## config.mk

```make
export PLATFORM = sky130hd
export DESIGN_NAME = i2c_wb_target
export DESIGN_NICKNAME = d
export VERILOG_FILES = /design/src/rtl/i2c_wb_pkg.sv /design/src/rtl/i2c_wb_sync_edge.sv /design/src/rtl/i2c_wb_target.sv
export SDC_FILE = /design/constraint.sdc
export NUM_CORES = 1
export LEC_CHECK = 0
export BUFFER_PORTS_ARGS = -buffer_cell sky130_fd_sc_hd__buf_2
export CAP_MARGIN = 10
export CORE_MARGIN = 2
export CORE_UTILIZATION = 60
export DETAILED_ROUTE_END_ITERATION = 8
export PLACE_DENSITY = 0.8
export SKIP_CTS_REPAIR_TIMING = 1
export SLEW_MARGIN = 20
export SYNTH_ARGS = -nofsm -noshare
export SYNTH_HDL_FRONTEND = slang
export SYNTH_HIERARCHICAL = 1
export SYNTH_SLANG_ARGS = --single-unit
```

## constraint.sdc

```tcl
create_clock -name clk_i -period 3.7 [get_ports clk_i]
set_input_delay 0 -clock clk_i [delete_from_list [all_inputs] [get_ports clk_i]]
set_output_delay 0 -clock clk_i [all_outputs]
set_load 0.02 [all_outputs]
```

## src/rtl/i2c_wb_pkg.sv

```systemverilog
// Shared types and constants for the I2C target with Wishbone register port.
// Holds the FSM encoding, register offsets and STAT bit positions.
package i2c_wb_pkg;

    typedef enum logic [2:0] {
        ST_IDLE,
        ST_ADDR,
        ST_ADDR_ACK,
        ST_WR_BYTE,
        ST_WR_ACK,
        ST_RD_BYTE,
        ST_RD_ACK,
        ST_IGNORE
    } state_t;

    localparam logic [1:0] REG_ADR  = 2'd0;
    localparam logic [1:0] REG_TXD  = 2'd1;
    localparam logic [1:0] REG_RXD  = 2'd2;
    localparam logic [1:0] REG_STAT = 2'd3;

    localparam int STAT_RXV  = 0;
    localparam int STAT_TXE  = 1;
    localparam int STAT_BUSY = 2;
    localparam int STAT_SEL  = 3;
    localparam int STAT_DIR  = 4;
    localparam int STAT_NACK = 5;
    localparam int STAT_IE   = 6;
    localparam int STAT_IRQ  = 7;

endpackage

```

## src/rtl/i2c_wb_sync_edge.sv

```systemverilog
// Two-flop synchronizer for an asynchronous bus line plus edge detection.
// Resets to 1 so an idle (released) line produces no edge after reset.
module i2c_wb_sync_edge (
    input  logic clk,
    input  logic rst_n,
    input  logic d,
    output logic q,
    output logic rise,
    output logic fall
);

    logic [2:0] sr;

    always_ff @(posedge clk or negedge rst_n) begin
        if (!rst_n) sr <= 3'b111;
        else        sr <= {sr[1:0], d};
    end

    assign q    = sr[1];
    assign rise = sr[1] & ~sr[2];
    assign fall = ~sr[1] & sr[2];

endmodule

```

## src/rtl/i2c_wb_target.sv

```systemverilog
// I2C target device with a four-register Wishbone slave port.
// Bytes written by the controller land in RXD; bytes it reads come from TXD.
module i2c_wb_target
    import i2c_wb_pkg::*;
#(
    parameter int I2C_ADDR_WIDTH = 7,
    parameter int I2C_DATA_WIDTH = 8,
    parameter int WB_ADDR_WIDTH  = 2,
    parameter int WB_DATA_WIDTH  = 8,
    parameter logic [I2C_ADDR_WIDTH-1:0] DEFAULT_ADDR = 7'h22
) (
    input  logic                     clk_i,
    input  logic                     rst_i,
    input  logic                     cyc_i,
    input  logic                     stb_i,
    input  logic                     we_i,
    input  logic [WB_ADDR_WIDTH-1:0] adr_i,
    input  logic [WB_DATA_WIDTH-1:0] dat_i,
    output logic [WB_DATA_WIDTH-1:0] dat_o,
    output logic                     ack_o,
    output logic                     irq,
    input  logic                     scl_i,
    input  logic                     sda_i,
    output logic                     scl_o,
    output logic                     sda_o
);

    localparam int DW = I2C_DATA_WIDTH;
    localparam int AW = I2C_ADDR_WIDTH;

    logic scl_q, scl_rise, scl_fall;
    logic sda_q, sda_rise, sda_fall;

    i2c_wb_sync_edge u_scl (
        .clk   (clk_i),
        .rst_n (rst_i),
        .d     (scl_i),
        .q     (scl_q),
        .rise  (scl_rise),
        .fall  (scl_fall)
    );

    i2c_wb_sync_edge u_sda (
        .clk   (clk_i),
        .rst_n (rst_i),
        .d     (sda_i),
        .q     (sda_q),
        .rise  (sda_rise),
        .fall  (sda_fall)
    );

    logic start, stop;
    assign start = sda_fall & scl_q;
    assign stop  = sda_rise & scl_q;

    state_t        state, state_n;
    logic [3:0]    cnt, cnt_n;
    logic [DW-1:0] sh, sh_n;
    logic          drv, drv_n;
    logic          phase, phase_n;
    logic          pend, pend_n;
    logic          set_sel, set_rx, set_nack, tx_take, due;

    logic [AW-1:0] own;
    logic          en;
    logic [DW-1:0] txd, rxd;
    logic          tx_empty, rx_valid, nacked, ie;
    logic          busy, selected, dir;
    logic          active, rd_stretch;

    assign active = (state != ST_IDLE) && (state != ST_ADDR)
                 && (state != ST_IGNORE);

    always_ff @(posedge clk_i or negedge rst_i) begin
        if (!rst_i) begin
            state <= ST_IDLE;
            cnt   <= '0;
            sh    <= '0;
            drv   <= 1'b0;
            phase <= 1'b0;
            pend  <= 1'b0;
        end else begin
            state <= state_n;
            cnt   <= cnt_n;
            sh    <= sh_n;
            drv   <= drv_n;
            phase <= phase_n;
            pend  <= pend_n;
        end
    end

    always_comb begin
        state_n  = state;
        cnt_n    = cnt;
        sh_n     = sh;
        drv_n    = drv;
        phase_n  = phase;
        pend_n   = pend;
        set_sel  = 1'b0;
        set_rx   = 1'b0;
        set_nack = 1'b0;
        tx_take  = 1'b0;
        due      = 1'b0;
        if (stop) begin
            state_n = ST_IDLE;
            drv_n   = 1'b0;
            pend_n  = 1'b0;
        end else if (start) begin
            state_n = ST_ADDR;
            cnt_n   = '0;
            drv_n   = 1'b0;
            pend_n  = 1'b0;
        end else if (!en && active) begin
            state_n = ST_IGNORE;
            drv_n   = 1'b0;
            pend_n  = 1'b0;
        end else begin
            unique case (state)
                ST_ADDR: begin
                    if (scl_rise) begin
                        sh_n  = {sh[DW-2:0], sda_q};
                        cnt_n = cnt + 4'd1;
                        if (cnt == 4'(DW - 1)) begin
                            if (en && sh[AW-1:0] == own) begin
                                set_sel = 1'b1;
                                state_n = ST_ADDR_ACK;
                                phase_n = 1'b0;
                            end else begin
                                state_n = ST_IGNORE;
                            end
                        end
                    end
                end
                ST_ADDR_ACK: begin
                    if (scl_fall) begin
                        if (!phase) begin
                            drv_n   = 1'b1;
                            phase_n = 1'b1;
                        end else begin
                            drv_n = 1'b0;
                            cnt_n = '0;
                            if (dir) begin
                                state_n = ST_RD_BYTE;
                                due     = 1'b1;
                            end else begin
                                state_n = ST_WR_BYTE;
                            end
                        end
                    end
                end
                ST_WR_BYTE: begin
                    if (scl_rise) begin
                        sh_n  = {sh[DW-2:0], sda_q};
                        cnt_n = cnt + 4'd1;
                        if (cnt == 4'(DW - 1)) begin
                            state_n = ST_WR_ACK;
                            phase_n = 1'b0;
                        end
                    end
                end
                ST_WR_ACK: begin
                    // A previous byte still unread holds SCL low until RXD is read
                    if (!phase && pend && !rx_valid) begin
                        set_rx  = 1'b1;
                        drv_n   = 1'b1;
                        phase_n = 1'b1;
                        pend_n  = 1'b0;
                    end else if (!phase && !pend && scl_fall) begin
                        if (rx_valid) begin
                            pend_n = 1'b1;
                        end else begin
                            set_rx  = 1'b1;
                            drv_n   = 1'b1;
                            phase_n = 1'b1;
                        end
                    end else if (phase && scl_fall) begin
                        drv_n   = 1'b0;
                        cnt_n   = '0;
                        state_n = ST_WR_BYTE;
                    end
                end
                ST_RD_BYTE: begin
                    if (!pend) begin
                        if (scl_rise) begin
                            cnt_n = cnt + 4'd1;
                        end else if (scl_fall) begin
                            if (cnt == 4'(DW)) begin
                                state_n = ST_RD_ACK;
                                drv_n   = 1'b0;
                                phase_n = 1'b0;
                            end else begin
                                drv_n = ~sh[DW-1];
                                sh_n  = {sh[DW-2:0], 1'b0};
                            end
                        end
                    end
                end
                ST_RD_ACK: begin
                    if (scl_rise && !phase) begin
                        if (!sda_q) begin
                            phase_n = 1'b1;
                        end else begin
                            set_nack = 1'b1;
                            state_n  = ST_IGNORE;
                        end
                    end else if (scl_fall && phase) begin
                        state_n = ST_RD_BYTE;
                        due     = 1'b1;
                    end
                end
                default: ;
            endcase
            // First bit of a read byte: load TXD, or stretch while it is empty
            if (due || (state == ST_RD_BYTE && pend)) begin
                if (!tx_empty) begin
                    sh_n    = {txd[DW-2:0], 1'b0};
                    drv_n   = ~txd[DW-1];
                    cnt_n   = '0;
                    pend_n  = 1'b0;
                    tx_take = 1'b1;
                end else begin
                    pend_n = 1'b1;
                end
            end
        end
    end

    logic                     wb_acc;
    logic [1:0]               adr;
    logic [7:0]               stat;
    logic [WB_DATA_WIDTH-1:0] rd_mux;

    assign wb_acc = cyc_i & stb_i & ~ack_o;
    assign adr    = adr_i[1:0];

    always_comb begin
        stat            = '0;
        stat[STAT_RXV]  = rx_valid;
        stat[STAT_TXE]  = tx_empty;
        stat[STAT_BUSY] = busy;
        stat[STAT_SEL]  = selected;
        stat[STAT_DIR]  = dir;
        stat[STAT_NACK] = nacked;
        stat[STAT_IE]   = ie;
        stat[STAT_IRQ]  = irq;
    end

    always_comb begin
        rd_mux = '0;
        unique case (adr)
            REG_ADR:  rd_mux = {en, own};
            REG_TXD:  rd_mux = txd;
            REG_RXD:  rd_mux = rxd;
            REG_STAT: rd_mux = stat;
            default:  rd_mux = '0;
        endcase
    end

    always_ff @(posedge clk_i or negedge rst_i) begin
        if (!rst_i) begin
            ack_o    <= 1'b0;
            dat_o    <= '0;
            own      <= DEFAULT_ADDR;
            en       <= 1'b0;
            txd      <= '0;
            tx_empty <= 1'b1;
            rxd      <= '0;
            rx_valid <= 1'b0;
            nacked   <= 1'b0;
            ie       <= 1'b0;
            busy     <= 1'b0;
            selected <= 1'b0;
            dir      <= 1'b0;
        end else begin
            ack_o <= wb_acc;
            dat_o <= '0;
            if (wb_acc && we_i) begin
                unique case (adr)
                    REG_ADR: {en, own} <= dat_i;
                    REG_TXD: begin
                        txd      <= dat_i;
                        tx_empty <= 1'b0;
                    end
                    REG_STAT: begin
                        if (dat_i[STAT_NACK]) nacked <= 1'b0;
                        ie <= dat_i[STAT_IE];
                    end
                    default: ;
                endcase
            end
            if (wb_acc && !we_i) begin
                dat_o <= rd_mux;
                if (adr == REG_RXD) rx_valid <= 1'b0;
            end
            // Flag sets come last so they win over a same-cycle clear
            if (tx_take) tx_empty <= 1'b1;
            if (set_rx) begin
                rx_valid <= 1'b1;
                rxd      <= sh;
            end
            if (set_nack) nacked <= 1'b1;
            if (start)     busy <= 1'b1;
            else if (stop) busy <= 1'b0;
            if (start || stop) begin
                selected <= 1'b0;
            end else if (set_sel) begin
                selected <= 1'b1;
                dir      <= sda_q;
            end
        end
    end

    assign rd_stretch = pend && (state == ST_RD_BYTE);
    assign irq   = ie & (rx_valid | nacked | rd_stretch);
    assign scl_o = ~(pend & en);
    assign sda_o = ~(drv & en);

endmodule

```

==> results.cfg <==
[power_and_ir_drop]
net_sw_share_pct = 37.3
p_clk_share_pct = 22.8
internal_power_w = 0.00152
maximum_ir_drop_on_the_vdd_rail_mv = 0.354
combinational_share_of_power_pct = 31.6
leakage_nw = 1.67
p_seq_share_pct = 45.6
report.power.total_w = 0.00243
power.net_switching_w = 0.000905
power_density_nw_per_um2 = 624

[drt]
detailedRoute.firstIterationViolations = 273
drt-wirelength-per-cell_um = 18.5
drt.antenna.violating_nets = 0
drt_wl_total_um = 7750
post-route-drc-count = 0
dr.pass1.iters = 5
routed-via-count = 2628
ratio_of_routed_vias_to_standard_cells = 6.27

[yosys]
synthesis.nets = 322
synth_edf_count = 0
syn-cell-area_sq_um = 3420
async_reset_ff_share_pct = 100
postSynthRegisterBits = 64
gate_count_of_the_mapped_netlist = 303
synth.lib_cells_used.distinct = 66
syn-mean-instance-area_sq_um = 11.3
yosys_warnings = 6
postSynth.topFlopCell = dfrtp_1
ys_seq_area_share_pct = 47.2

[finish]
post_route_cells_drive_above_1_share_pct = 29.4
most-common-layout-cells = dfrtp_1 (55), buf_2 (28), mux2_2 (26)
num-fill-cells = 396
num_antenna_cells = 0
layout.nets = 361
layout.cells.most_common = dfrtp_1
area_delta_synth_final_pct = 14.0

[timing]
fin_skew_ns = 0.0122
final_tns_setup_ns = 0
period_needed_ns = 2.51
worst_slew_pin_slew_ns = 0.777
final_period_utilization_pct = 67.8
finalSetupViolCount = 0
grt_setup_unrepaired = no
timing.fmax_mhz = 399
max-slew-margin-rel_pct = 48.2
report.final.hold_viol_count = 0
timing.final.max_slew_violations = 0

[status]
status = finished clean

[placement]
finalWeightedCongestion = 0.896
port-buffer-count = 28
place_hpwl_um = 5390

[grt]
initial_antenna_violation_count = 0
grt_pass1_wl_um = 12400
grt_usage_pct = 26.3
pin_count_of_the_biggest_net_entering_global_routing = 36
via_count_of_the_first_global_routing_pass = 2415
grt_remaining_overflow = 0

[clocking]
clock_insertion_delay_worst_skew_ns = 0.35
clock_tree.buffer_depth = 2
clk_pin_slew_ns = 0.07
clkSinkCount = 64
h-tree-depth = 3
cts-buffers-inserted = 9
clockRootBuffer = clkbuf_8
cts_tree = yes

[worst_setup_path]
path_buf_inv = 0
cp_cell_sequence = nand4b_1 > a221oi_2 > nand2_1 > o22ai_1 > nor2_1
worst-endpoint-arrival_ns = 2.74
worst_ep_required_time_ns = 3.94
worst_path_max_delay_cell = dfrtp_1
path_max_fanout = 23
cp-end-kind = flop
crit_path_max_incr_delay_ns = 0.78
worstSetupPathType = reg2reg
setup.worst_path.start_class = flop
critical-path-top-delay-family = compound AO/OA/AOI/OAI gates

[hold_path]
min-delay-path-class = in2reg

[die]
pin_count = 29
num_rows = 27
die_h_um = 79.5
design.core.area_sq_um = 5510
design.die.area_sq_um = 6310
initial_utilization_pct = 62.0
floorplan.die.width_um = 79.5

[flow_run]
maxCapViolCount = 0
[cells in the mapped netlist, drive strengths merged, types with 3 or more instances]
master	number	area share, %
o21ai	17	2.6
a21oi	6	0.88
nand3	6	0.88
nor4	3	0.55
nor2b	13	2.4
o22ai	9	1.6
o32ai	7	1.8
nand2b	6	1.1
and2b	4	0.95
nand4	3	0.55
a21boi	3	0.66
and2	4	0.73
xnor2	7	1.8
dfstp	9	6.9
inv	9	0.99
o31ai	5	1.5
mux2	28	9.2
buf	14	2.2
and3	5	1.1
nor2	19	2.2
nand4b	4	1.0
nor3	4	0.73
dfrtp	55	40
mux4	8	5.3
nand2	19	2.2
[cells by family (layout without fill, tap and decap cells)]
kind of cell               after synthesis  after routing  synth area share, %
buffers and inverters                   24             68                 3.33
adders and majority gates                2              2                0.732
muxes                                   36             36                 14.5
xor gates and xnor gates                 7              7                 1.79
DFF                                     64             64                 47.2
and+or+nand+nor                        101            101                 17.5
AOI/OAI and AO/OA                       69             69                 14.9
[per-stage QoR]
stage | utilization [%] | hold slack (ns) | setup WS (ns) | instances | instance area [sq um]
3_3_place_gp | 65.0 | 0.107 | 1.26 | 390 | 3580
2_1_floorplan | - | -0.296 | 1.62 | 303 | 3420
3_5_place_dp | 65.0 | 0.106 | 1.27 | 390 | 3580
6_report | 70.7 | 0.0887 | 1.19 | 419 | 3890
5_1_grt | 70.7 | 0.0990 | 1.02 | 419 | 3890
4_1_cts | 68.4 | -0.251 | 1.25 | 406 | 3760
[tightest hold or removal path: cells and delay by family]
kind | cells | cell delay (ns)
mux | 1 | 0.17
simple gates | 1 | 0.13
buf+inv | 1 | 0.11
[registers in the layout (all words and copies together), names as in the netlist, 3 cells and up]
| name | count |
|---|---|
| u_sda/sr | 3 |
| own | 7 |
| rxd | 8 |
| cnt | 4 |
| u_scl/sr | 3 |
| sh | 8 |
| state | 3 |
| dat_o | 8 |
| txd | 8 |
[routing by layer]
layer  up-vias  routed length, um  global-route usage, %
met3        13                465                   6.22
met5         -                  0                      0
met1      1310               3500                   37.7
met2        95               3660                   38.7
li1       1210                  -                      -
met4         0                134                   10.7
[power by group through the flow]
stage               combinational (W)  clock (W)  sequential, W
detailed placement           0.000745          0        0.00111
finish                       0.000767   0.000554        0.00111
floorplan                    0.000692          0       0.000978
CTS                          0.000750   0.000558        0.00110
global placement             0.000728          0        0.00111
global route                 0.000841   0.000593        0.00113
[worst paths after layout]
| check | from | endpoint | slack [ns] | cells after the start |
|---|---|---|---|---|
| min | we_i | ie$_DFFE_PN0P_ | 0.09 | 3 |
| max | state[2]$_DFFE_PN0P_ | sh[5]$_DFFE_PN0P_ | 1.19 | 5 |
| max reg2reg | state[2]$_DFFE_PN0P_ | sh[5]$_DFFE_PN0P_ | 1.19 | 5 |
| max in group asynchronous | rst_i | u_scl/sr[2]$_DFF_PN1_ | 2.52 | 3 |
| min in group asynchronous | rst_i | txd[2]$_DFFE_PN0P_ | 0.27 | 2 |
| min reg2reg | u_sda/sr[0]$_DFF_PN1_ | u_sda/sr[1]$_DFF_PN1_ | 0.36 | 0 |
[area by class of cell]
| class | count | area, sq um | share of cell area (%) |
|---|---|---|---|
| Multi-Input combinational cell | 215 | 1690 | 43.4 |
| Sequential cell | 64 | 1610 | 41.4 |
| Tap cell | 72 | 90.1 | 2.31 |
| Clock buffer | 12 | 155 | 3.98 |
| Timing Repair Buffer | 43 | 285 | 7.32 |
| Clock inverter | 4 | 28.8 | 0.739 |
| Inverter | 9 | 33.8 | 0.867 |
Note: power is estimated with default switching activity, not from simulation.
